`src/rtl/sdr_lb_pkg.sv`:
```
// Shared types and constants for the SDR SDRAM local-bus initiator.
package sdr_lb_pkg;

    localparam int MAX_BURST = 8;
    localparam int LEN_W     = 4;

    typedef enum logic [1:0] {
        IDLE  = 2'd0,
        REQ   = 2'd1,
        WDATA = 2'd2,
        RDATA = 2'd3
    } lb_state_e;

    function automatic logic len_legal(input logic [LEN_W-1:0] len);
        return (len != '0) && (len <= LEN_W'(MAX_BURST));
    endfunction

endpackage

```
`src/rtl/sdr_lb_fifo.sv`:
```
// Synchronous first-word-fall-through FIFO with occupancy count and a bulk-discard input.
module sdr_lb_fifo #(
    parameter int DW = 32,
    parameter int AW = 4
) (
    input  logic          clk_i,
    input  logic          rst_i,
    input  logic          push_i,
    input  logic [DW-1:0] wdata_i,
    input  logic          pop_i,
    input  logic [AW:0]   skip_i,
    output logic          full_o,
    output logic          empty_o,
    output logic [DW-1:0] rdata_o,
    output logic [AW:0]   count_o
);

    localparam int DEPTH = 1 << AW;
    localparam int CW    = AW + 1;

    logic [DW-1:0] mem_q [DEPTH];
    logic [AW-1:0] wptr_q, rptr_q;
    logic [CW-1:0] count_q;
    logic          push_ok, pop_ok;
    logic [CW-1:0] adv;

    assign full_o  = (count_q == CW'(DEPTH));
    assign empty_o = (count_q == '0);
    assign push_ok = push_i && !full_o;
    assign pop_ok  = pop_i && !empty_o;
    // skip_i discards several head words at once; caller never asks for more than count_o
    assign adv     = pop_ok ? CW'(1) : skip_i;
    assign rdata_o = mem_q[rptr_q];
    assign count_o = count_q;

    always_ff @(posedge clk_i or posedge rst_i) begin
        if (rst_i) begin
            wptr_q  <= '0;
            rptr_q  <= '0;
            count_q <= '0;
        end else begin
            if (push_ok) wptr_q <= wptr_q + 1'b1;
            rptr_q  <= rptr_q + adv[AW-1:0];
            count_q <= count_q + CW'(push_ok) - adv;
        end
    end

    always_ff @(posedge clk_i) begin
        if (push_ok) mem_q[wptr_q] <= wdata_i;
    end

endmodule

```
`src/rtl/sdr_lb_initiator.sv`:
```
// Local-bus initiator for the SDR SDRAM controller: host burst commands in, RADDR/R_REQ/W_REQ out.
// Define SDR_LB_TIMEOUT_EN to add a watchdog that aborts a stalled burst and flags ERR.
module sdr_lb_initiator
    import sdr_lb_pkg::*;
#(
    parameter int DATA_WIDTH   = 32,
    parameter int SDRAM_RASIZE = 31,
    parameter int FIFO_AW      = 4,
    parameter int TIMEOUT      = 1023
) (
    input  logic                    CLK,
    input  logic                    RESET,
    input  logic                    CMD_VALID,
    output logic                    CMD_READY,
    input  logic                    CMD_WRITE,
    input  logic [SDRAM_RASIZE-1:0] CMD_ADDR,
    input  logic [3:0]              CMD_LEN,
    input  logic                    CMD_APCH,
    input  logic                    WD_VALID,
    output logic                    WD_READY,
    input  logic [DATA_WIDTH-1:0]   WD_DATA,
    output logic                    RD_VALID,
    input  logic                    RD_READY,
    output logic [DATA_WIDTH-1:0]   RD_DATA,
    output logic                    BUSY,
    output logic                    ERR,
    output logic [SDRAM_RASIZE-1:0] RADDR,
    output logic                    R_REQ,
    output logic                    W_REQ,
    output logic [3:0]              B_SIZE,
    output logic                    AUTO_PCH,
    input  logic                    RW_ACK,
    input  logic                    D_REQ,
    input  logic                    R_VALID,
    input  logic                    W_VALID,
    output logic [DATA_WIDTH-1:0]   LB_WDATA,
    input  logic [DATA_WIDTH-1:0]   LB_RDATA
);

    localparam int CW    = FIFO_AW + 1;
    localparam int DEPTH = 1 << FIFO_AW;

    lb_state_e                state_q, state_d;
    logic [SDRAM_RASIZE-1:0]  raddr_q, raddr_d;
    logic [LEN_W-1:0]         bsize_q, bsize_d, cnt_q, cnt_d;
    logic                     apch_q, apch_d, wr_q, wr_d;
    logic                     wreq_q, wreq_d, rreq_q, rreq_d;
    logic                     err_q, err_d, rdy_q;
    logic [DATA_WIDTH-1:0]    lbw_q, lbw_d;

    logic                     wf_pop, wf_full, wf_empty;
    logic [DATA_WIDTH-1:0]    wf_rdata;
    logic [CW-1:0]            wf_count, wf_skip;
    logic                     rf_push, rf_full, rf_empty;
    logic [DATA_WIDTH-1:0]    rf_rdata;
    logic [CW-1:0]            rf_count, rf_free;

    logic cmd_legal, cmd_fits, accept, beat;
    logic unused_ok;

    sdr_lb_fifo #(.DW(DATA_WIDTH), .AW(FIFO_AW)) u_wfifo (
        .clk_i   (CLK),
        .rst_i   (RESET),
        .push_i  (WD_VALID & rdy_q),
        .wdata_i (WD_DATA),
        .pop_i   (wf_pop),
        .skip_i  (wf_skip),
        .full_o  (wf_full),
        .empty_o (wf_empty),
        .rdata_o (wf_rdata),
        .count_o (wf_count)
    );

    sdr_lb_fifo #(.DW(DATA_WIDTH), .AW(FIFO_AW)) u_rfifo (
        .clk_i   (CLK),
        .rst_i   (RESET),
        .push_i  (rf_push),
        .wdata_i (LB_RDATA),
        .pop_i   (RD_READY),
        .skip_i  ('0),
        .full_o  (rf_full),
        .empty_o (rf_empty),
        .rdata_o (rf_rdata),
        .count_o (rf_count)
    );

    // Read space is reserved at accept; only the host pops, so the reservation can only grow.
    assign rf_free   = CW'(DEPTH) - rf_count;
    assign cmd_legal = len_legal(CMD_LEN);
    assign cmd_fits  = CMD_WRITE ? (wf_count >= CW'(CMD_LEN)) : (rf_free >= CW'(CMD_LEN));
    assign CMD_READY = rdy_q && (state_q == IDLE) && (!cmd_legal || cmd_fits);
    assign accept    = CMD_VALID && CMD_READY;
    assign beat      = wr_q ? D_REQ : R_VALID;

`ifdef SDR_LB_TIMEOUT_EN
    localparam int WDW = ($clog2(TIMEOUT + 1) > 10) ? $clog2(TIMEOUT + 1) : 10;

    logic [WDW-1:0] wdog_q;
    logic           activity, timeout;

    assign activity = RW_ACK | D_REQ | R_VALID;
    assign timeout  = (state_q != IDLE) && !activity && (wdog_q == WDW'(TIMEOUT - 1));

    always_ff @(posedge CLK or posedge RESET) begin
        if (RESET)                                              wdog_q <= '0;
        else if (state_q == IDLE || activity || state_d != state_q) wdog_q <= '0;
        else                                                    wdog_q <= wdog_q + 1'b1;
    end

    assign unused_ok = ^{W_VALID, wf_empty, rf_full};
`else
    assign unused_ok = ^{W_VALID, wf_empty, rf_full, (TIMEOUT != 0)};
`endif

    always_comb begin
        state_d = state_q;
        raddr_d = raddr_q;
        bsize_d = bsize_q;
        apch_d  = apch_q;
        wr_d    = wr_q;
        wreq_d  = wreq_q;
        rreq_d  = rreq_q;
        cnt_d   = cnt_q;
        err_d   = err_q;
        lbw_d   = lbw_q;
        wf_pop  = 1'b0;
        wf_skip = '0;
        rf_push = 1'b0;

        case (state_q)
            IDLE: begin
                if (accept) begin
                    if (cmd_legal) begin
                        raddr_d = CMD_ADDR;
                        bsize_d = CMD_LEN;
                        apch_d  = CMD_APCH;
                        wr_d    = CMD_WRITE;
                        wreq_d  = CMD_WRITE;
                        rreq_d  = !CMD_WRITE;
                        state_d = REQ;
                    end else begin
                        err_d = 1'b1;
                    end
                end
            end
            REQ: begin
                if (RW_ACK) begin
                    wreq_d = 1'b0;
                    rreq_d = 1'b0;
                    // a data beat coincident with the ack is the first beat of the burst
                    if (beat) begin
                        wf_pop  = wr_q;
                        rf_push = !wr_q;
                        if (wr_q) lbw_d = wf_rdata;
                        cnt_d   = bsize_q - 1'b1;
                        state_d = (bsize_q == LEN_W'(1)) ? IDLE : (wr_q ? WDATA : RDATA);
                    end else begin
                        cnt_d   = bsize_q;
                        state_d = wr_q ? WDATA : RDATA;
                    end
                end
            end
            WDATA, RDATA: begin
                if (beat) begin
                    wf_pop  = wr_q;
                    rf_push = !wr_q;
                    if (wr_q) lbw_d = wf_rdata;
                    cnt_d   = cnt_q - 1'b1;
                    if (cnt_q == LEN_W'(1)) state_d = IDLE;
                end
            end
            default: state_d = IDLE;
        endcase

`ifdef SDR_LB_TIMEOUT_EN
        if (timeout) begin
            wreq_d  = 1'b0;
            rreq_d  = 1'b0;
            err_d   = 1'b1;
            state_d = IDLE;
            // discard the write words this burst would have consumed; read beats already stored stay
            if (wr_q) wf_skip = CW'((state_q == REQ) ? bsize_q : cnt_q);
        end
`endif
    end

    always_ff @(posedge CLK or posedge RESET) begin
        if (RESET) begin
            state_q <= IDLE;
            raddr_q <= '0;
            bsize_q <= '0;
            apch_q  <= 1'b0;
            wr_q    <= 1'b0;
            wreq_q  <= 1'b0;
            rreq_q  <= 1'b0;
            cnt_q   <= '0;
            err_q   <= 1'b0;
            lbw_q   <= '0;
            rdy_q   <= 1'b0;
        end else begin
            state_q <= state_d;
            raddr_q <= raddr_d;
            bsize_q <= bsize_d;
            apch_q  <= apch_d;
            wr_q    <= wr_d;
            wreq_q  <= wreq_d;
            rreq_q  <= rreq_d;
            cnt_q   <= cnt_d;
            err_q   <= err_d;
            lbw_q   <= lbw_d;
            rdy_q   <= 1'b1;
        end
    end

    assign WD_READY = rdy_q & ~wf_full;
    assign RD_VALID = ~rf_empty;
    assign RD_DATA  = rf_empty ? '0 : rf_rdata;
    assign BUSY     = (state_q != IDLE);
    assign ERR      = err_q;
    assign RADDR    = raddr_q;
    assign R_REQ    = rreq_q;
    assign W_REQ    = wreq_q;
    assign B_SIZE   = bsize_q;
    assign AUTO_PCH = apch_q;
    assign LB_WDATA = lbw_q;

endmodule
```
`config.mk`:
```
export PLATFORM = sky130hd
export DESIGN_NAME = sdr_lb_initiator
export DESIGN_NICKNAME = d
export VERILOG_FILES = /design/src/rtl/sdr_lb_pkg.sv /design/src/rtl/sdr_lb_fifo.sv /design/src/rtl/sdr_lb_initiator.sv
export SDC_FILE = /design/constraint.sdc
export NUM_CORES = 1
export LEC_CHECK = 0
export ABC_CLOCK_PERIOD_IN_PS = 5500
export CAP_MARGIN = 10
export CORE_ASPECT_RATIO = 0.6
export CORE_MARGIN = 10
export CORE_UTILIZATION = 60
export DETAILED_ROUTE_END_ITERATION = 16
export MAX_ROUTING_LAYER = met4
export PLACE_DENSITY_LB_ADDON = 0.2
export SYNTH_ARGS = -nofsm -noshare
export SYNTH_HDL_FRONTEND = slang
export SYNTH_HIERARCHICAL = 1
export SYNTH_SLANG_ARGS = --single-unit
```
`constraint.sdc`:
```
create_clock -name CLK -period 5.5 [get_ports CLK]
set_input_delay 1.1 -clock CLK [delete_from_list [all_inputs] [get_ports CLK]]
set_output_delay 1.1 -clock CLK [all_outputs]
set_load 0.02 [all_outputs]
```
* Word-level counts from Yosys, hierarchy flattened
Memories as Yosys holds them, arrays and structs flattened. Index checks and enable logic that the tools add are counted.
Operators by class: add/subtract/negate cells 11, $lt $le $gt $ge 3, equality and inequality tests 12, muxes and demuxes 39, bitwise operators 5, reductions and logical operators 30
Operator list (count):
- $mux 32 | 4
- $pmux 32 s2 | 1
- $mux 1 | 18
- $mux 2 | 7
- $mux 4 | 3
- $add 5x1->5 | 2
- $eq 5x5->1 const B | 2
- $ge 5x4->1 | 2
- $logic_not 5->1 | 2
- $ne 2x2->1 const B | 5
- $sub 5x5->5 | 2
- $reduce_and 3->1 | 3
- $add 4x1->4 const B | 2
- $add 4x4->4 | 2
- $eq 4x1->1 const B | 2
- $logic_and 1x1->1 | 8
- $pmux 1 s2 | 4
- $pmux 4 s2 | 1
- $sub 4x1->4 const B | 2
- $logic_not 1->1 | 7
- $pmux 2 s3 | 1
- $reduce_bool 2->1 | 3
- $reduce_and 5->1 | 1
- $sub 5x5->5 const A | 1
- 11 further kinds | 15
Word-level totals: register bits after elaboration 105, memory bits (writable) 1024, bits of input ports 110, memories 2
Memories:
- u_rfifo.mem_q | words 16, bits a word 32, read ports 1, clocked after memory_dff 0, write ports 1, RTL line sdr_lb_fifo.sv:21 | logic [DW-1:0] mem_q [DEPTH];
- u_wfifo.mem_q | words 16, bits a word 32, read ports 1, clocked after memory_dff 0, write ports 1, RTL line sdr_lb_fifo.sv:21

* Longest topological paths before layout
depth in word-level cells 8, mapped depth 14

* Hierarchy
Netlist, hierarchy kept.
Modules (own cells, without submodules):
- sdr_lb_fifo at u_rfifo | instances 1, cells an instance 880, area an instance 19996.7 sq um
- sdr_lb_fifo at u_wfifo | instances 1, cells an instance 880, area an instance 19992.9 sq um
- sdr_lb_initiator | instances 1, cells an instance 309, area an instance 3915.0 sq um

* Worst setup path before layout
OpenSTA, ideal clock, no wires.
kind input port to flip-flop, start point input port RW_ACK, end point memory u_rfifo.mem_q[3][0] (enable), arrival 4.228 ns, required time 5.039 ns, slack 0.811 ns, stages 5, cell sequence a21oi_1 > nor3b_1 > a21boi_1 > nand2_1 > nor3_1
Between the ends: cells in the longest elaborated chain, start to end 5
Ends and longest elaborated chain:
- from (decl) | RTL line sdr_lb_initiator.sv:32 | input logic RW_ACK,
- $mux 1 | RTL line sdr_lb_initiator.sv:147 | if (RW_ACK) begin
- $pmux 1 s2 | RTL line sdr_lb_initiator.sv:130 | case (state_q)
- named net rf_push | RTL line sdr_lb_initiator.sv:54 | logic rf_push, rf_full, rf_empty;
- $logic_and 1x1->1 | RTL line sdr_lb_fifo.sv:29 | assign push_ok = push_i && !full_o;
- $mux 1 | RTL line sdr_lb_fifo.sv:49 | if (push_ok) mem_q[wptr_q] <= wdata_i;
- $mux 1 (implied by the code) | RTL line sdr_lb_fifo.sv:49
- to (decl) | RTL line sdr_lb_fifo.sv:21
The timed path passes the listed nets, and every way through them passes these cells.

* Worst setup path in the final report
start point register u_rfifo.rptr_q[0], end point output port RD_DATA[9]
Between the ends: cells in the longest elaborated chain, start to end 2
Ends and longest elaborated chain:
- from (decl) | RTL line sdr_lb_fifo.sv:22 | logic [AW-1:0] wptr_q, rptr_q;
- from (signal assigned) | RTL line sdr_lb_fifo.sv:43 | rptr_q <= rptr_q + adv[AW-1:0];
- $mem_v2 16x32
- named net rf_rdata[9] | RTL line sdr_lb_initiator.sv:55 | logic [DATA_WIDTH-1:0] rf_rdata;
- $mux 32 | RTL line sdr_lb_initiator.sv:217 | assign RD_DATA = rf_empty ? '0 : rf_rdata;
- to (decl) | RTL line sdr_lb_initiator.sv:24 | output logic [DATA_WIDTH-1:0] RD_DATA,
The timed path passes the listed nets, and every way through them passes these cells.

==> impl_metrics.yaml <==
critical_path:
  worstPathArrival_ns: 3.68
  crit-reg2reg-capture: "u_rfifo/count_o[4]$_DFF_PP0_"
  critical_path_cell_by_cell: "buf_4 -> mux4_2 -> a22oi_1 -> nand2_1 -> nor2b_1 -> clkdlybuf4s50_1"
  regToRegStartpoint: "u_rfifo/count_o[2]$_DFF_PP0_"
  critPathSlowestCell: "sky130_fd_sc_hd__dfrtp_4"
  rrSetupSlack_ns: 2.33
  kind_of_start_point_of_the_critical_path: "register"
  crit_path_max_incr_delay_ns: 0.98
  critical_path_required_ns: 4.40
  critical_path_peak_fanout: 37
  r2r.worst_path.cells: 11
  worstSetupPathType: "reg -> out"
  cp.buffers_inverters: 2
  setup.worst_path.start: "u_rfifo/rptr_q[0]$_DFF_PP0_"
  cp_num_cells: 6
  critical-path-top-delay-family: "buffers and inverters"
  crit_path_end_kind: "primary output"
die:
  die_x_um: 369
  die_h_um: 230
  io_pins: 217
  floorplan.rows: 76
  core_mm2: 0.0721
  floorplan.initialDensity_pct: 60.9
  die_area_mm2: 0.0847
global_route:
  global_route.usage.met2_pct: 34.1
  grt_pass1_wl_um: 147000
  grt_util_met1_pct: 35.6
  via_count_of_the_first_global_routing_pass: 22160
  grt_busiest_layer: "met1"
  number_of_antenna_violations_at_the_first_check_in_global_routing: 6
  grt-ovfl-total: 0
  gr-usage-met3_pct: 5.39
  grt_usage_pct: 23.9
  grt_max_degree: 101
clock_network:
  ctsResizeCount: 0
  numClockSinks: 1129
  path_clk_slew_ns: 0.07
  cts_max_path_buffers: 3
  clk_latency_ns: 0.67
  clock_tree_from_tritoncts: "done"
  cts_setup_buffers: 0
  root_buffer: "sky130_fd_sc_hd__clkbuf_16"
  cts_hold_repair.buffers: 0
  cts_buffers: 96
  clock_tree.htree_level_count: 3
hold_path:
  worstHoldStart: "ERR$_DFFE_PP0P_"
  hold-path-endpoint: "ERR$_DFFE_PP0P_"
  hold_depth: 1
  holdCritPathClass: "reg -> reg"
synthesis:
  synthesis.yosys.warnings: 6
  post_synth_inst_count: 2067
  syn_avg_cell_area_um2: 21.2
  mappedNetlistArea_mm2: 0.0439
placed_design:
  port_buffers: 215
  globalplace.congestion: 0.842
  placed_area_mm2: 0.0477
  dp.final_hpwl_um: 54600
timing:
  finalSetupViolCount: 0
  achievable-frequency_ghz: 0.209
  period_needed_ns: 4.78
  tightest_slew_ns: 0.909
  fin_tns_setup_ns: 0
  grt_setup_unrepaired: "no"
  hold_viol_final: 0
  worst_slew_margin_rel_pct: 39.3
  clock_skew_ns: 0.0214
  fin_crit_sh_pct: 86.9
  timing.final.max_slew_violations: 0
final_layout:
  final_design_area_no_fill_mm2: 0.0510
  final_layout_size_suffix_gt1_share_pct: 24.5
  nNetsFinal: 2517
  synthesis_to_layout_area_growth_pct: 16.2
status:
  status: "complete, no violations"
pwr:
  power_density_mw_per_mm2: 512
  leakage_uw: 0.0171
  ir_worst_vdd_mv: 0.364
drt:
  routed_wirelength_um: 98300
  routed-via-count: 21764
  detail_route.drc_violations: 0
  dr.pass1.iters: 5
  viasPerCell: 6.36
  final_ant_viol_nets: 0
  drt_first_iter_violations: 2315
  post_drt_wl_per_cell_um: 28.7
run:
  maxCapViolCount: 0
-- metal layers --
layer,vias to the layer above,wire length [um]
li1,9085,-
met1,11462,41800
met2,1080,45200
met3,137,9630
met4,0,1710
met5,-,0
-- how the worst max path moves through the flow --
stage | end | slack [ns]
floorplan | u_rfifo/mem_q[3][0]$_DFFE_PP_ | 0.81
finish | RD_DATA[9] | 0.72
CTS | RD_DATA[9] | 0.66
detailed placement | CMD_READY | 0.87
global route | RD_DATA[7] | 0.53
global placement | CMD_READY | 0.86
-- metrics by stage --
stage               total power, uW  worst slack (ns)  instances  utilization, %  hold WS, ns
floorplan                     16200             0.811       2076               -        0.496
global placement              19000             0.860       3236            66.2        0.479
detailed placement            19200             0.874       3236            66.2        0.473
CTS                           26300             0.658       3414            70.7        0.491
global route                  27200             0.527       3421            70.8        0.513
finish                        26100             0.719       3421            70.8        0.484
-- layout make-up --
cell class / count / area, um2
antenna: 6 / 15.0
clock buffer: 112 / 2520
clock inverter: 66 / 734
fill: 4280 / 21100
inverter: 39 / 148
multi-input combinational: 805 / 10100
sequential: 1129 / 33400
tap: 975 / 1220
timing repair buffer: 289 / 2830
-- where the power goes --
part           internal (uW)  switching [uW]  leakage, uW
Sequential             10200             717       0.0105
Clock                   4040            2990      0.00159
Combinational           3910            4240      0.00497
Total                  18100            7950       0.0171
-- sequential cells by signal, indices dropped and copies added, names as in the netlist --
name	count
u_wfifo/rptr_q	4
u_rfifo/rptr_q	4
u_wfifo/count_o	5
AUTO_PCH	1
cnt_q	4
u_rfifo/wptr_q	4
ERR	1
LB_WDATA	32
RADDR	31
rdy_q	1
u_wfifo/mem_q	512
u_rfifo/count_o	5
W_REQ	1
u_wfifo/wptr_q	4
B_SIZE	4
state_q	2
R_REQ	1
wr_q	1
u_rfifo/mem_q	512
-- cell usage in the layout, fill, tap and decap left out, types with 4 or more instances in the layout --
cell                                 n
sky130_fd_sc_hd__edfxtp_1         1024
sky130_fd_sc_hd__nand2_1            93
sky130_fd_sc_hd__ha_1               43
sky130_fd_sc_hd__nand2b_1            8
sky130_fd_sc_hd__o21ai_0             9
sky130_fd_sc_hd__a21o_1              7
sky130_fd_sc_hd__a21oi_1            16
sky130_fd_sc_hd__clkinvlp_4          5
sky130_fd_sc_hd__conb_1             11
sky130_fd_sc_hd__buf_4              65
sky130_fd_sc_hd__diode_2             6
sky130_fd_sc_hd__inv_1              38
sky130_fd_sc_hd__nor2b_1            34
sky130_fd_sc_hd__clkbuf_16          98
sky130_fd_sc_hd__and2_1              4
sky130_fd_sc_hd__nor2b_4             4
sky130_fd_sc_hd__mux2_4             28
sky130_fd_sc_hd__nor2_1              6
sky130_fd_sc_hd__clkbuf_1           12
sky130_fd_sc_hd__mux2_2             39
sky130_fd_sc_hd__clkdlybuf4s50_1   215
sky130_fd_sc_hd__nand3_1             7
sky130_fd_sc_hd__nor3_2              9
sky130_fd_sc_hd__mux4_2            256
sky130_fd_sc_hd__a31oi_1             4
sky130_fd_sc_hd__fa_1                4
sky130_fd_sc_hd__dfrtp_1           101
sky130_fd_sc_hd__nor2_4             27
sky130_fd_sc_hd__xnor2_1            26
sky130_fd_sc_hd__bufinv_16          16
sky130_fd_sc_hd__clkinv_1           22
sky130_fd_sc_hd__buf_12              8
sky130_fd_sc_hd__clkinv_2           20
sky130_fd_sc_hd__a22oi_1           128
sky130_fd_sc_hd__dfrtp_4             4
Note: power is estimated with default switching activity, not from simulation.
